File: config.mk
export PLATFORM = sky130hd
export DESIGN_NAME = spi_cmd_serializer
export DESIGN_NICKNAME = d
export VERILOG_FILES = /design/src/rtl/spi_cmd_serializer.sv
export SDC_FILE = /design/constraint.sdc
export NUM_CORES = 1
export LEC_CHECK = 0
export ABC_AREA = 1
export BUFFER_PORTS_ARGS = -buffer_cell sky130_fd_sc_hd__buf_2
export CAP_MARGIN = 30
export CORE_UTILIZATION = 30
export CTS_BUF_LIST = sky130_fd_sc_hd__clkbuf_8
export DETAILED_ROUTE_END_ITERATION = 12
export HOLD_SLACK_MARGIN = 0.03
export SETUP_SLACK_MARGIN = 0.3
export SYNTH_ARGS = -nofsm -noshare
export SYNTH_HDL_FRONTEND = slang
export SYNTH_SLANG_ARGS = --single-unit
export TNS_END_PERCENT = 50
File: constraint.sdc
create_clock -name clk -period 3 [get_ports clk]
set_input_delay 0.45 -clock clk [delete_from_list [all_inputs] [get_ports clk]]
set_output_delay 0.45 -clock clk [all_outputs]
set_load 0.01 [all_outputs]
File: src/rtl/spi_cmd_serializer.sv
// SPI mode-0 master that shifts one command frame {valid_bit, opcode, key, text, dest}
// MSB-first inside a single cs_n-low window, then holds cs_n high for a fixed gap.
module spi_cmd_serializer #(
  parameter int ADDRW   = 24,
  parameter int OPCODEW = 2,
  parameter int CLK_DIV = 4,
  parameter int CS_GAP  = 4
) (
  input  logic               clk,
  input  logic               rst,
  input  logic               valid_in,
  output logic               ready_out,
  input  logic               valid_bit,
  input  logic [OPCODEW-1:0] opcode,
  input  logic [ADDRW-1:0]   key_addr,
  input  logic [ADDRW-1:0]   text_addr,
  input  logic [ADDRW-1:0]   dest_addr,
  output logic               spi_clk,
  output logic               mosi,
  output logic               cs_n,
  output logic               done
);

  localparam int FW     = 1 + OPCODEW + 3 * ADDRW;
  localparam int BCW    = $clog2(FW + 1);
  localparam int CNT_MX = (CLK_DIV > CS_GAP) ? CLK_DIV : CS_GAP;
  localparam int CW     = (CNT_MX > 1) ? $clog2(CNT_MX) : 1;

  typedef enum logic [2:0] {
    IDLE,
    SETUP,
    HIGH,
    LOW,
    HOLD,
    GAP
  } state_t;

  state_t          state;
  logic [CW-1:0]   cnt_div;
  logic [BCW-1:0]  bit_cnt;
  logic [FW-1:0]   shift;
  logic [FW-1:0]   frame_in;
  logic            phase_end;
  logic            gap_end;

  assign frame_in  = {valid_bit, opcode, key_addr, text_addr, dest_addr};
  assign phase_end = (cnt_div == CW'(CLK_DIV - 1));
  assign gap_end   = (cnt_div == CW'(CS_GAP - 1));

  // NOTE: every register here, including the shift register, uses non-blocking
  // assignments and is reset so a mid-frame reset leaves no stale frame data behind.
  always_ff @(posedge clk) begin
    if (rst) begin
      state     <= IDLE;
      cnt_div   <= '0;
      bit_cnt   <= '0;
      shift     <= '0;
      cs_n      <= 1'b1;
      spi_clk   <= 1'b0;
      mosi      <= 1'b0;
      done      <= 1'b0;
      ready_out <= 1'b1;
    end else begin
      done <= 1'b0;
      case (state)
        IDLE: begin
          if (valid_in) begin
            shift     <= frame_in;
            mosi      <= frame_in[FW-1];
            cs_n      <= 1'b0;
            spi_clk   <= 1'b0;
            ready_out <= 1'b0;
            cnt_div   <= '0;
            bit_cnt   <= '0;
            state     <= SETUP;
          end
        end

        SETUP: begin
          if (phase_end) begin
            cnt_div <= '0;
            spi_clk <= 1'b1;
            state   <= HIGH;
          end else begin
            cnt_div <= cnt_div + 1'b1;
          end
        end

        HIGH: begin
          if (phase_end) begin
            cnt_div <= '0;
            spi_clk <= 1'b0;
            bit_cnt <= bit_cnt + 1'b1;
            if (bit_cnt == BCW'(FW - 1)) begin
              state <= HOLD;
            end else begin
              // Data changes only on the falling edge so the receiver samples a stable bit.
              shift <= shift << 1;
              mosi  <= shift[FW-2];
              state <= LOW;
            end
          end else begin
            cnt_div <= cnt_div + 1'b1;
          end
        end

        LOW: begin
          if (phase_end) begin
            cnt_div <= '0;
            spi_clk <= 1'b1;
            state   <= HIGH;
          end else begin
            cnt_div <= cnt_div + 1'b1;
          end
        end

        HOLD: begin
          if (phase_end) begin
            cnt_div <= '0;
            cs_n    <= 1'b1;
            mosi    <= 1'b0;
            state   <= GAP;
          end else begin
            cnt_div <= cnt_div + 1'b1;
          end
        end

        GAP: begin
          if (gap_end) begin
            cnt_div   <= '0;
            ready_out <= 1'b1;
            done      <= 1'b1;
            state     <= IDLE;
          end else begin
            cnt_div <= cnt_div + 1'b1;
          end
        end

        default: begin
          cnt_div   <= '0;
          cs_n      <= 1'b1;
          spi_clk   <= 1'b0;
          mosi      <= 1'b0;
          ready_out <= 1'b1;
          state     <= IDLE;
        end
      endcase
    end
  end

endmodule
After elaboration in Yosys (flattened, before gate mapping)
Index checks and enable logic that the tools add are counted.
Widths: inputs -> output; s select.
- $add $sub $neg: 2
- equal/unequal tests: 13
- muxes and demuxes: 28
- bitwise logic cells: 5
- reductions and logical operators: 16
- operators by type and width (kind ; number):
    $mux 74 ; 3
    $pmux 74 s2 ; 1
    $mux 3 ; 6
    $pmux 3 s5 ; 1
    $mux 7 ; 2
    $pmux 7 s2 ; 1
    $ne 2x2->1 const B ; 5
    $reduce_and 5->1 ; 2
    $reduce_and 3->1 ; 3
    $pmux 1 s4 ; 2
    $reduce_and 4->1 ; 2
    $reduce_or 4->1 ; 2
    $add 7x1->7 const B ; 1
    $eq 7x7->1 const B ; 1
    $mux 1 ; 7
    $eq 3x2->1 const B ; 2
    $eq 3x3->1 const B ; 2
    $pmux 1 s3 ; 2
    $reduce_or 2->1 ; 3
    $not 1->1 ; 5
    $reduce_or 5->1 ; 1
    $mux 2 ; 2
    $pmux 2 s2 ; 1
    $eq 3x1->1 const B ; 1
    6 further kinds ; 6
- bits in registers: 91
- bits of input ports: 78
- output and inout port bits: 5
- word-level logic and storage cells: 73

Logic depth before layout (Yosys ltp)
Gate-level depths: netlist of run 1.
- depth in word-level cells: 4
- gate-level depth with buffers: 10
- depth with buffers taken out: 9

Least setup slack after synthesis of run 1
Ideal clock, no wire load.
- path type: flip-flop to flip-flop
- start: reg cnt_div[0]
- end: reg shift[16]
- arrival: 1407 ps
- required time: 2886 ps
- slack: 1479 ps
- cell stages (with the launch flop): 11
- buffers on the path: 2
- path through: dfxtp_1 > ha_1 > inv_1 > nand3_2 > nand2_2 > nor2_8 > nand2_2 > buf_6 > buf_6 > o21bai_1 > nor2_1
- longest elaborated chain between the ends: 3
- RTL lines (item ; RTL line ; RTL):
    from (decl) ; 39 ; logic [CW-1:0] cnt_div;
    from (signal assigned) ; 85 ; cnt_div <= cnt_div + 1'b1;
    from (signal assigned) ; 103 ; cnt_div <= cnt_div + 1'b1;
    from (signal assigned) ; 113 ; cnt_div <= cnt_div + 1'b1;
    $eq 2x2->1 ; -- ;
    via gap_end ; 44 ; logic gap_end;
    $ne 2x2->1 (no line) ; -- ;
    $reduce_and 4->1 (no line) ; -- ;
    to (signal assigned) ; 68 ; shift <= frame_in;
    to (signal assigned) ; 98 ; shift <= shift << 1;
    to (decl) ; 41 ; logic [FW-1:0] shift;
The timed path passes the listed nets, and every way through them passes these cells.
A chain may end at the register's enable or synchronous reset.

Final worst setup path of run 1
- start: reg cnt_div[0]
- end: reg shift[0]
Same word-level chain as after synthesis.

==> results of run 1 <==
[placed cells by master (no fill, tap or decap), types with 8 or more instances in the layout]
master | synthesis | final
nor2_1 | 168 | 168
a21oi_1 | 8 | 8
nand2_1 | 256 | 256
dfxtp_1 | 91 | 91
inv_1 | 20 | 20
buf_2 | 18 | 82
o21bai_1 | 74 | 74
nand3_1 | 14 | 14
clkbuf_8 | 0 | 12
o21ai_0 | 11 | 11
[logic make-up after synthesis]
| kind of cell | Yosys count |
|---|---|
| simple gates | 450 |
| compound gates | 95 |
| flops | 91 |
| buf+inv | 64 |
| fa+ha+maj | 3 |
[registers in the layout, summed over array words and instances, names as in the netlist]
name	count
bit_cnt	7
cs_n	1
shift	74
spi_clk	1
state	3
done	1
mosi	1
ready_out	1
cnt_div	2
[worst max-delay path: stages, from the launching register on]
cell	delay (ps)
dfxtp_1	330
ha_1	230
inv_1	150
nand3_2	130
nand2_2	140
nor2_8	60
nand2_2	70
buf_4	620
nand2_1	100
a21oi_1	150
[power breakdown]
| group | leakage [nW] | internal [mW] | total, mW | switching (mW) |
|---|---|---|---|---|
| Combinational | 1.78 | 0.830 | 2.50 | 1.67 |
| Clock | 0.0984 | 0.367 | 0.804 | 0.437 |
| Sequential | 0.754 | 1.75 | 2.06 | 0.303 |
| Total | 2.64 | 2.95 | 5.36 | 2.41 |
[final cells by class]
cell class	count	area, µm²	area share
Clock buffer	12	165	0.0313
Clock inverter	3	22.5	0.00427
Inverter	23	87.6	0.0166
Multi-Input combinational cell	548	2480	0.470
Sequential cell	91	1820	0.346
Tap cell	188	235	0.0446
Timing Repair Buffer	87	460	0.0873
[stage by stage]
step / instance area [µm²] / cells / total power [mW]
6_report: 5270 / 952 / 5.36
5_1_grt: 5270 / 952 / 5.93
4_1_cts: 5270 / 952 / 5.44
3_5_place_dp: 5080 / 937 / 4.63
3_3_place_gp: 5080 / 937 / 4.59
2_1_floorplan: 4630 / 703 / 4.20
[final timing paths]
path                   end  slack, ps  depth (start not counted)
setup / recovery  shift[0]        880                          9
hold reg to reg   shift[0]        470                          2
hold / removal    shift[0]        380                          3
setup reg to reg  shift[0]        880                          9
[layer usage]
metal | vias to the layer above | global-route usage | wire (µm)
met5 | - | 0 | 0
met4 | 0 | 0.0588 | 167
met3 | 10 | 0.0234 | 274
met2 | 53 | 0.226 | 4770
met1 | 1838 | 0.189 | 5530
li1 | 2296 | - | -
==> impl_metrics.tcl, run 1 <==
set metrics [dict create \
    status "finished, final reports clean" \
    hp-class "input pin to flip-flop" \
    hold_buffers 0 \
    gp_congestion 0.788 \
    fin_tns_setup_ps 0 \
    antennaDiodeCount 0 \
    viasPerCell 4.41 \
    end_kind "flip-flop" \
    synth.top_cells.by_area "dfxtp_1, nand2_1, nor2_1, o21bai_1, buf_2" \
    cts_root_buf "clkbuf_8" \
    ios 83 \
    grt_max_degree 79 \
    max_slew_margin 0.459 \
    wl_per_cell_um 11.3 \
    startpoint "cnt_div[0]" \
    cp_data_required_time_ps 3290 \
    synth.avg_cell_area_um2 6.58 \
    core_area_mm2 0.0151 \
    worstMarginPinSlew_ps 812 \
    ys_ff_latch 91 \
    r2r-start "cnt_div[0]" \
    setup_viol_count_final 0 \
    period_share 0.706 \
    finClkSkew_ps 7.16 \
    setup_slack_ps 883 \
    dr.pass1.iters 7 \
    die_width_um 126 \
    hold_violations 0 \
    dieArea_mm2 0.0159 \
    post_cts_buffers 0 \
    synth_fa_ha_area_frac 0.00811 \
    dp_hpwl_um 6750 \
    crit_arrival_ps 2410 \
    rsz0062_at_grt "no" \
    netlist_area_mm2 0.00463 \
    rows 45 \
    syn_nets 784 \
    synth_top_family_by_area "simple AND/OR/NAND/NOR gates" \
    die_h_um 126 \
    power_density_mw_per_mm2 1020 \
    ctsLongestPathBuffers 2 \
    path_max_fanout 74 \
    synthSimpleGateAreaFrac 0.384 \
    yosysSeqAreaShare 0.394 \
    synth-compound-area-share 0.144 \
    finalHoldWorstSlack_ps 384 \
    muxShareOfSynthArea 0 \
    syn_inst 703 \
    grt_pass1_vias 3858 \
    io_buffers 82 \
    slew_violations 0 \
    hp-start "valid_in" \
    drv_cap 0 \
    vias 4197 \
    synth_cell_type_count 23 \
    areaGrowthSynthToFinish_pct 14.0 \
    synth_edf_count 0 \
    timing.fmax_mhz 472 \
    initial_core_util 0.305 \
    antenna_found_initial 0 \
    place_ws_ps 874 \
    synth_top_cell_area_share 0.394 \
    synth_xor_area_frac 0 \
    peakVddDrop_mv 0.546 \
    path_clk_slew_ps 90 \
    grt_pass1_wl_um 18300 \
    clock_latency_ps 360 \
    drive_gt1_frac 0.147 \
    overflow 0 \
    cts.sinks 91 \
    post_cts_resized 0 \
    htreeDepth 3 \
    yosysMostFrequentCell "nand2_1" \
    fin_nets 841 \
    p_leak_nw 2.64 \
    final.min_clock_period_ps 2120 \
    start_kind "flip-flop" \
    routed_wirelength_um 10700 \
    final_core_util 0.348 \
    yosys_warnings 0 \
    drc 0 \
    drtIter0Drc 234 \
    synth-async-reset-ratio 0 \
    cts_tree "yes" \
    synth_common_cells "nand2_1, nor2_1, dfxtp_1, o21bai_1, inv_1" \
    drtAntennaViolNets 0 \
    grt_use_total 0.142 \
    worstSetupPathType "flip-flop to flip-flop" \
    yosysTopAreaCell "dfxtp_1" \
    cts_buffers 9 \
    synth-main-ff-cell "dfxtp_1" \
    fillers 1666 \
]
(Power assumes the default switching activity.)
==> run 2, diff against run 1 <==
- ABC_AREA: 1 -> 0
- clock period: 3 -> 1.86 ns (I/O delays scaled with it)
==> run 2 against run 1 <==
Sequential share of layout area is 3.9 points lower. Wire length is 2.6% lower. First-iteration DRC count is 46% lower. Die area is 2.5% lower. Count of clock-buffer cells in the layout is 2 lower. Cell area is 13% higher. Maximum frequency is 21% higher. Total power is 17% lower. Core utilization is 6.0 points higher. Hold slack worse by 260 ps. Sequential power is 5% higher. Worst setup slack worse by 780 ps.
==> impl_metrics.tcl, run 2 <==
set metrics [dict create \
    synth_common_cells "dfxtp_1, nor2_1, mux2i_1, a211oi_2, a211oi_1" \
    grtUsageMet3 0.0391 \
    status "finished, final reports clean" \
    synth.top_cells.by_area "dfxtp_1, a211oi_2, mux2i_1, nor2_1, a211oi_1" \
    met1_usage 0.168 \
    top_register "shift" \
    yosys_warnings 0 \
    rows 44 \
    yosysSeqAreaShare 0.404 \
    synth_cell_type_count 40 \
    initial_core_util 0.309 \
    timing.critical_path.mode_cell "buf_12" \
    path_cells "inv_2, ha_4, and3b_2, a211oi_4, buf_12, buf_12, clkbuf_16, nor2_1, a211oi_2" \
    drc 0 \
    fillers 1426 \
    finalPower_mw 4.47 \
    path_max_fanout 9 \
    slew_violations 0 \
    ctsLongestPathBuffers 2 \
    cts_buffers 9 \
    dr.pass1.iters 4 \
    cp_data_required_time_ps 2160 \
    vias 3573 \
    rsz0062_at_grt "yes" \
    fin_area_mm2 0.00595 \
    overflow 0 \
    power_density_mw_per_mm2 751 \
    cts.sinks 91 \
    timing.fmax_mhz 570 \
    viasPerCell 4.87 \
    end_kind "flip-flop" \
    drive_gt1_frac 0.416 \
    synth-main-ff-cell "dfxtp_1" \
    fin_tns_setup_ps 0 \
    grt_pass1_vias 3653 \
    netlist_area_mm2 0.00451 \
    drv_cap 0 \
    register_area_mm2 0.00183 \
    holdPathStages 2 \
    critical_path.top_delay_family "buffers and inverters" \
    yosysTopAreaCell "dfxtp_1" \
    multi_input_comb_area_mm2 0.00249 \
    clock_latency_ps 370 \
    period_share 0.944 \
    place_ws_ps 13.8 \
    final_cell_mix "dfxtp_1, nor2_1, buf_2" \
    synth_top_cell_area_share 0.404 \
    worst-path-stages 9 \
    reg2reg_depth 9 \
    place_area_mm2 0.00517 \
    setup_slack_ps 104 \
    worstMarginPinSlew_ps 372 \
    dieArea_mm2 0.0155 \
    peakVddDrop_mv 0.592 \
    hp-class "input pin to flip-flop" \
    critPathMaxStageDelay_ps 340 \
    drtAntennaViolNets 0 \
    finClkSkew_ps 12.5 \
    ios 83 \
    setup_viol_count_final 0 \
    grt_max_degree 56 \
    ys_ff_latch 91 \
    crit_arrival_ps 2050 \
    core_area_mm2 0.0146 \
    syn_inst 440 \
    wl_per_cell_um 14.3 \
    die_h_um 125 \
    p_leak_nw 2.17 \
    antenna_found_initial 0 \
    dp_hpwl_um 6580 \
    yosysMostFrequentCell "dfxtp_1" \
    synth-async-reset-ratio 0 \
    largest_register_ffs 74 \
    routed_wirelength_um 10500 \
    hold_violations 0 \
    gp_congestion 0.731 \
    cts_root_buf "clkbuf_8" \
    grt_most_used_layer "met2" \
    grt_pass1_wl_um 17400 \
    synth.avg_cell_area_um2 10.2 \
    htreeDepth 3 \
    max_slew_margin 0.746 \
    die_width_um 125 \
    syn_nets 521 \
    final_common_cell "dfxtp_1" \
    worst-path-buf-inv 4 \
    synth_edf_count 0 \
    cp_slowest_cell "dfxtp_2" \
    grt_util_met2 0.235 \
    grt_use_total 0.138 \
    finalHoldWorstSlack_ps 121 \
    start_kind "flip-flop" \
    io_buffers 82 \
    layout_top_registers "shift: 74 flops, bit_cnt: 7 flops, state: 3 flops" \
    startpoint "bit_cnt[0]" \
    r2r-start "bit_cnt[0]" \
    cts_tree "yes" \
    drtIter0Drc 126 \
    path_clk_slew_ps 90 \
    hp-start "rst" \
    final.min_clock_period_ps 1760 \
    areaGrowthSynthToFinish_pct 31.9 \
    fin_nets 626 \
    antennaDiodeCount 0 \
    worstSetupPathType "flip-flop to flip-flop" \
]
==> run 2: cell count changes after synthesis, moves of 11 or more <==
| cell | previous run | this run |
|---|---|---|
| o21bai_1 | 74 | 0 |
| nor2_1 | 168 | 87 |
| inv_1 | 20 | 2 |
| a211oi_1 | 1 | 13 |
| a211oi_2 | 0 | 61 |
| nand2_1 | 256 | 8 |
| nand3_1 | 14 | 3 |
| mux2i_1 | 0 | 74 |
==> run 2: power breakdown <==
| part | internal [mW] | switching (mW) |
|---|---|---|
| logic | 0.426 | 0.379 |
| clock network | 0.785 | 0.713 |
| registers | 2.09 | 0.0751 |
==> run 2: stage by stage <==
step	cells	util
finish	734	0.408
floorplan	440	-
global placement	687	0.355
CTS	723	0.392
global route	734	0.408
detailed placement	687	0.355
==> run 2: layer usage <==
layer  vias to the layer above  share of wire
met5                         -              0
met4                         0          0.012
met3                         8          0.046
met2                        73           0.49
met1                      1690           0.45
li1                       1802              -
==> run 2: path summary, 6_finish.rpt <==
path                 to  slack (ps)
max           shift[59]         100
min          bit_cnt[1]         120
max reg2reg   shift[59]         100
min reg2reg        cs_n         470
==> run 2: layout make-up <==
class	count	share of cell area
inverters	2	0.00126
clock inverters	6	0.0137
well taps	184	0.0387
flip-flops and latches	91	0.307
multi-input cells	306	0.419
clock buffers	10	0.0231
repair buffers	135	0.197
==> run 2: timing repair <==
item / in CTS / in global routing
cloned: 4 / 5
gates resized for setup: 13 / 19
hold buffers: 0 / 0
setup buffers: 16 / 6
endpoints found under the setup margin: 78 / 81
pin swaps: 6 / 18
==> run 2: worst reg2reg max path: cells and delay by family (launching register included) <==
kind,cells,cell delay (ps)
AND/OR/NAND/NOR,2,270
flip-flops,1,340
adder cells (fa/ha/maj),1,150
AO/OA/AOI/OAI,2,440
buffers and inverters,4,500
==> run 2: kinds of logic after synthesis <==
| group | Yosys count | share of synthesized area |
|---|---|---|
| fa+ha+maj | 3 | 0.00833 |
| xor+xnor | 5 | 0.00971 |
| mux | 76 | 0.172 |
| flops | 91 | 0.404 |
| buf+inv | 43 | 0.0583 |
| simple gates | 127 | 0.127 |
| compound gates | 95 | 0.221 |
==> run 3, diff against run 2 <==
--- a/config.mk
+++ b/config.mk
@@ -10,5 +10,4 @@
 export CAP_MARGIN = 30
 export CORE_UTILIZATION = 30
-export CTS_BUF_LIST = sky130_fd_sc_hd__clkbuf_8
 export DETAILED_ROUTE_END_ITERATION = 12
 export HOLD_SLACK_MARGIN = 0.03
==> constraint.sdc (replaced) <==
create_clock -name clk -period 1.86 [get_ports clk]
set_input_delay 0.279 -clock clk [delete_from_list [all_inputs] [get_ports clk]]
set_output_delay 0.279 -clock clk [all_outputs]
set_load 0.005 [all_outputs]
==> run 3 against run 2 <==
Via count shrank 0.14%. Final cell count shrank 0.27%. Combinational power is essentially flat. Count of clock-buffer cells in the layout grew 2. Clock skew shrank 4.5 ps. Largest power group unchanged. Highest routed layer unchanged.
==> impl_metrics.tcl, run 3 (synthesized netlist as in run 2, its figures left out) <==
set metrics [dict create \
    routed_wirelength_um 10300 \
    crit_arrival_ps 2030 \
    holdPathStages 2 \
    hp-class "input pin to flip-flop" \
    antennaDiodeCount 0 \
    final_common_cell "dfxtp_1" \
    drive_gt1_frac 0.414 \
    status "finished, final reports clean" \
    grt_pass1_wl_um 17400 \
    p_clk_frac 0.400 \
    dr.pass1.iters 4 \
    gp_congestion 0.731 \
    initial_core_util 0.309 \
    place_ws_ps 13.8 \
    die_h_um 125 \
    swShare 0.246 \
    ios 83 \
    net-switching-power_mw 1.22 \
    setup_viol_count_final 0 \
    drtIter0Drc 118 \
    cts.sinks 91 \
    io_buffers 82 \
    path_clk_slew_ps 70 \
    wl_met3_um 499 \
    grt_use_total 0.138 \
    fin_area_mm2 0.00606 \
    htreeDepth 3 \
    seqPwrFrac 0.437 \
    min_to "bit_cnt[1]" \
    top_register "shift" \
    cp_data_required_time_ps 2120 \
    r2r-start "bit_cnt[0]" \
    cts_buffers 9 \
    end_kind "flip-flop" \
    place_area_mm2 0.00517 \
    layout_top_registers "shift: 74 flops, bit_cnt: 7 flops, state: 3 flops" \
    die_width_um 125 \
    vias 3568 \
    r2r_slack_ps 90 \
    wl_met1_um 4690 \
    rsz0062_at_grt "yes" \
    fin_nets 624 \
    peakVddDrop_mv 0.601 \
    cts_tree "yes" \
    antenna_found_initial 0 \
    drc 0 \
    cts_root_buf "clkbuf_16" \
    finClkSkew_ps 8.02 \
    pwr-share-comb 0.163 \
    timing.fmax_mhz 566 \
    reg2reg_depth 10 \
    largest_register_ffs 74 \
    p_leak_nw 2.20 \
    worstSetupPathType "flip-flop to flip-flop" \
    areaGrowthSynthToFinish_pct 34.4 \
    period_share 0.950 \
    wl_per_cell_um 14.1 \
    grt_pass1_vias 3642 \
    rows 44 \
    ctsLongestPathBuffers 2 \
    top_layer "met4" \
    max_slew_margin 0.745 \
    hold_violations 0 \
    dp_hpwl_um 6580 \
    grt_max_degree 56 \
    drtAntennaViolNets 0 \
    viasPerCell 4.87 \
    worstMarginPinSlew_ps 373 \
    path_max_fanout 5 \
    hold_buffers 0 \
    final_core_util 0.415 \
    fin_tns_setup_ps 0 \
    slew_violations 0 \
    dieArea_mm2 0.0155 \
    final.min_clock_period_ps 1770 \
    power_density_mw_per_mm2 819 \
    r2r_end "shift[5]" \
    setup_slack_ps 93.6 \
    start_kind "flip-flop" \
    drv_cap 0 \
    finalPower_mw 4.96 \
    met2_wirelength_um 5030 \
    overflow 0 \
    clock_latency_ps 340 \
    hp-start "rst" \
    core_area_mm2 0.0146 \
    final_cell_mix "dfxtp_1, nor2_1, buf_2" \
    p_int_mw 3.74 \
]
## run 3: timing repair
| action | in CTS | in global routing |
|---|---|---|
| gates resized for setup | 17 | 14 |
| setup endpoints to repair | 78 | 80 |
| pin swaps | 7 | 5 |
| setup buffers | 15 | 5 |
| cloned | 5 | 4 |
## run 3: how the worst max path moves through the flow
stage / start / endpoint / slack (ps) / depth (start not counted)
detailed placement: bit_cnt[0] / shift[7] / 10 / 8
finish: bit_cnt[0] / shift[5] / 90 / 10
global route: bit_cnt[0] / shift[50] / 10 / 9
global placement: bit_cnt[0] / shift[22] / 110 / 8
CTS: bit_cnt[0] / shift[53] / 50 / 9
floorplan: bit_cnt[0] / shift[35] / 300 / 8
## run 3: layout make-up
class	count	area, µm²
clock buffers	12	246
clock inverters	4	73.8
fillers	1420	8530
inverters	2	7.51
multi-input cells	306	2490
flip-flops and latches	91	1830
well taps	184	230
repair buffers	133	1180
## run 3: worst max-delay path, cell delays in order (launching register included)
cell and delay [ps]:
dfxtp_2 330, inv_2 50, ha_4 150, and3b_2 220, a211oi_4 260, buf_12 150, buf_12 130, buf_12 110
buf_16 100, nor2_4 30, a211oi_2 160
## run 3: routing by layer
metal,global-route usage,vias to the layer above
met5,0,-
met4,0.0418,0
met3,0.0374,7
met2,0.233,73
met1,0.170,1689
li1,-,1799
## run 3: through the flow
step                hold slack (ps)  std cells
floorplan                       431        440
global placement                455        687
detailed placement              457        687
CTS                             136        723
global route                    156        732
finish                          156        732
## run 3: power by group through the flow
stage / clock [mW] / sequential (mW) / combinational (mW)
floorplan: 0 / 2.19 / 0.450
global placement: 0 / 2.20 / 0.596
detailed placement: 0 / 2.21 / 0.620
CTS: 2.05 / 2.17 / 0.747
global route: 2.12 / 2.19 / 0.882
finish: 1.98 / 2.17 / 0.808
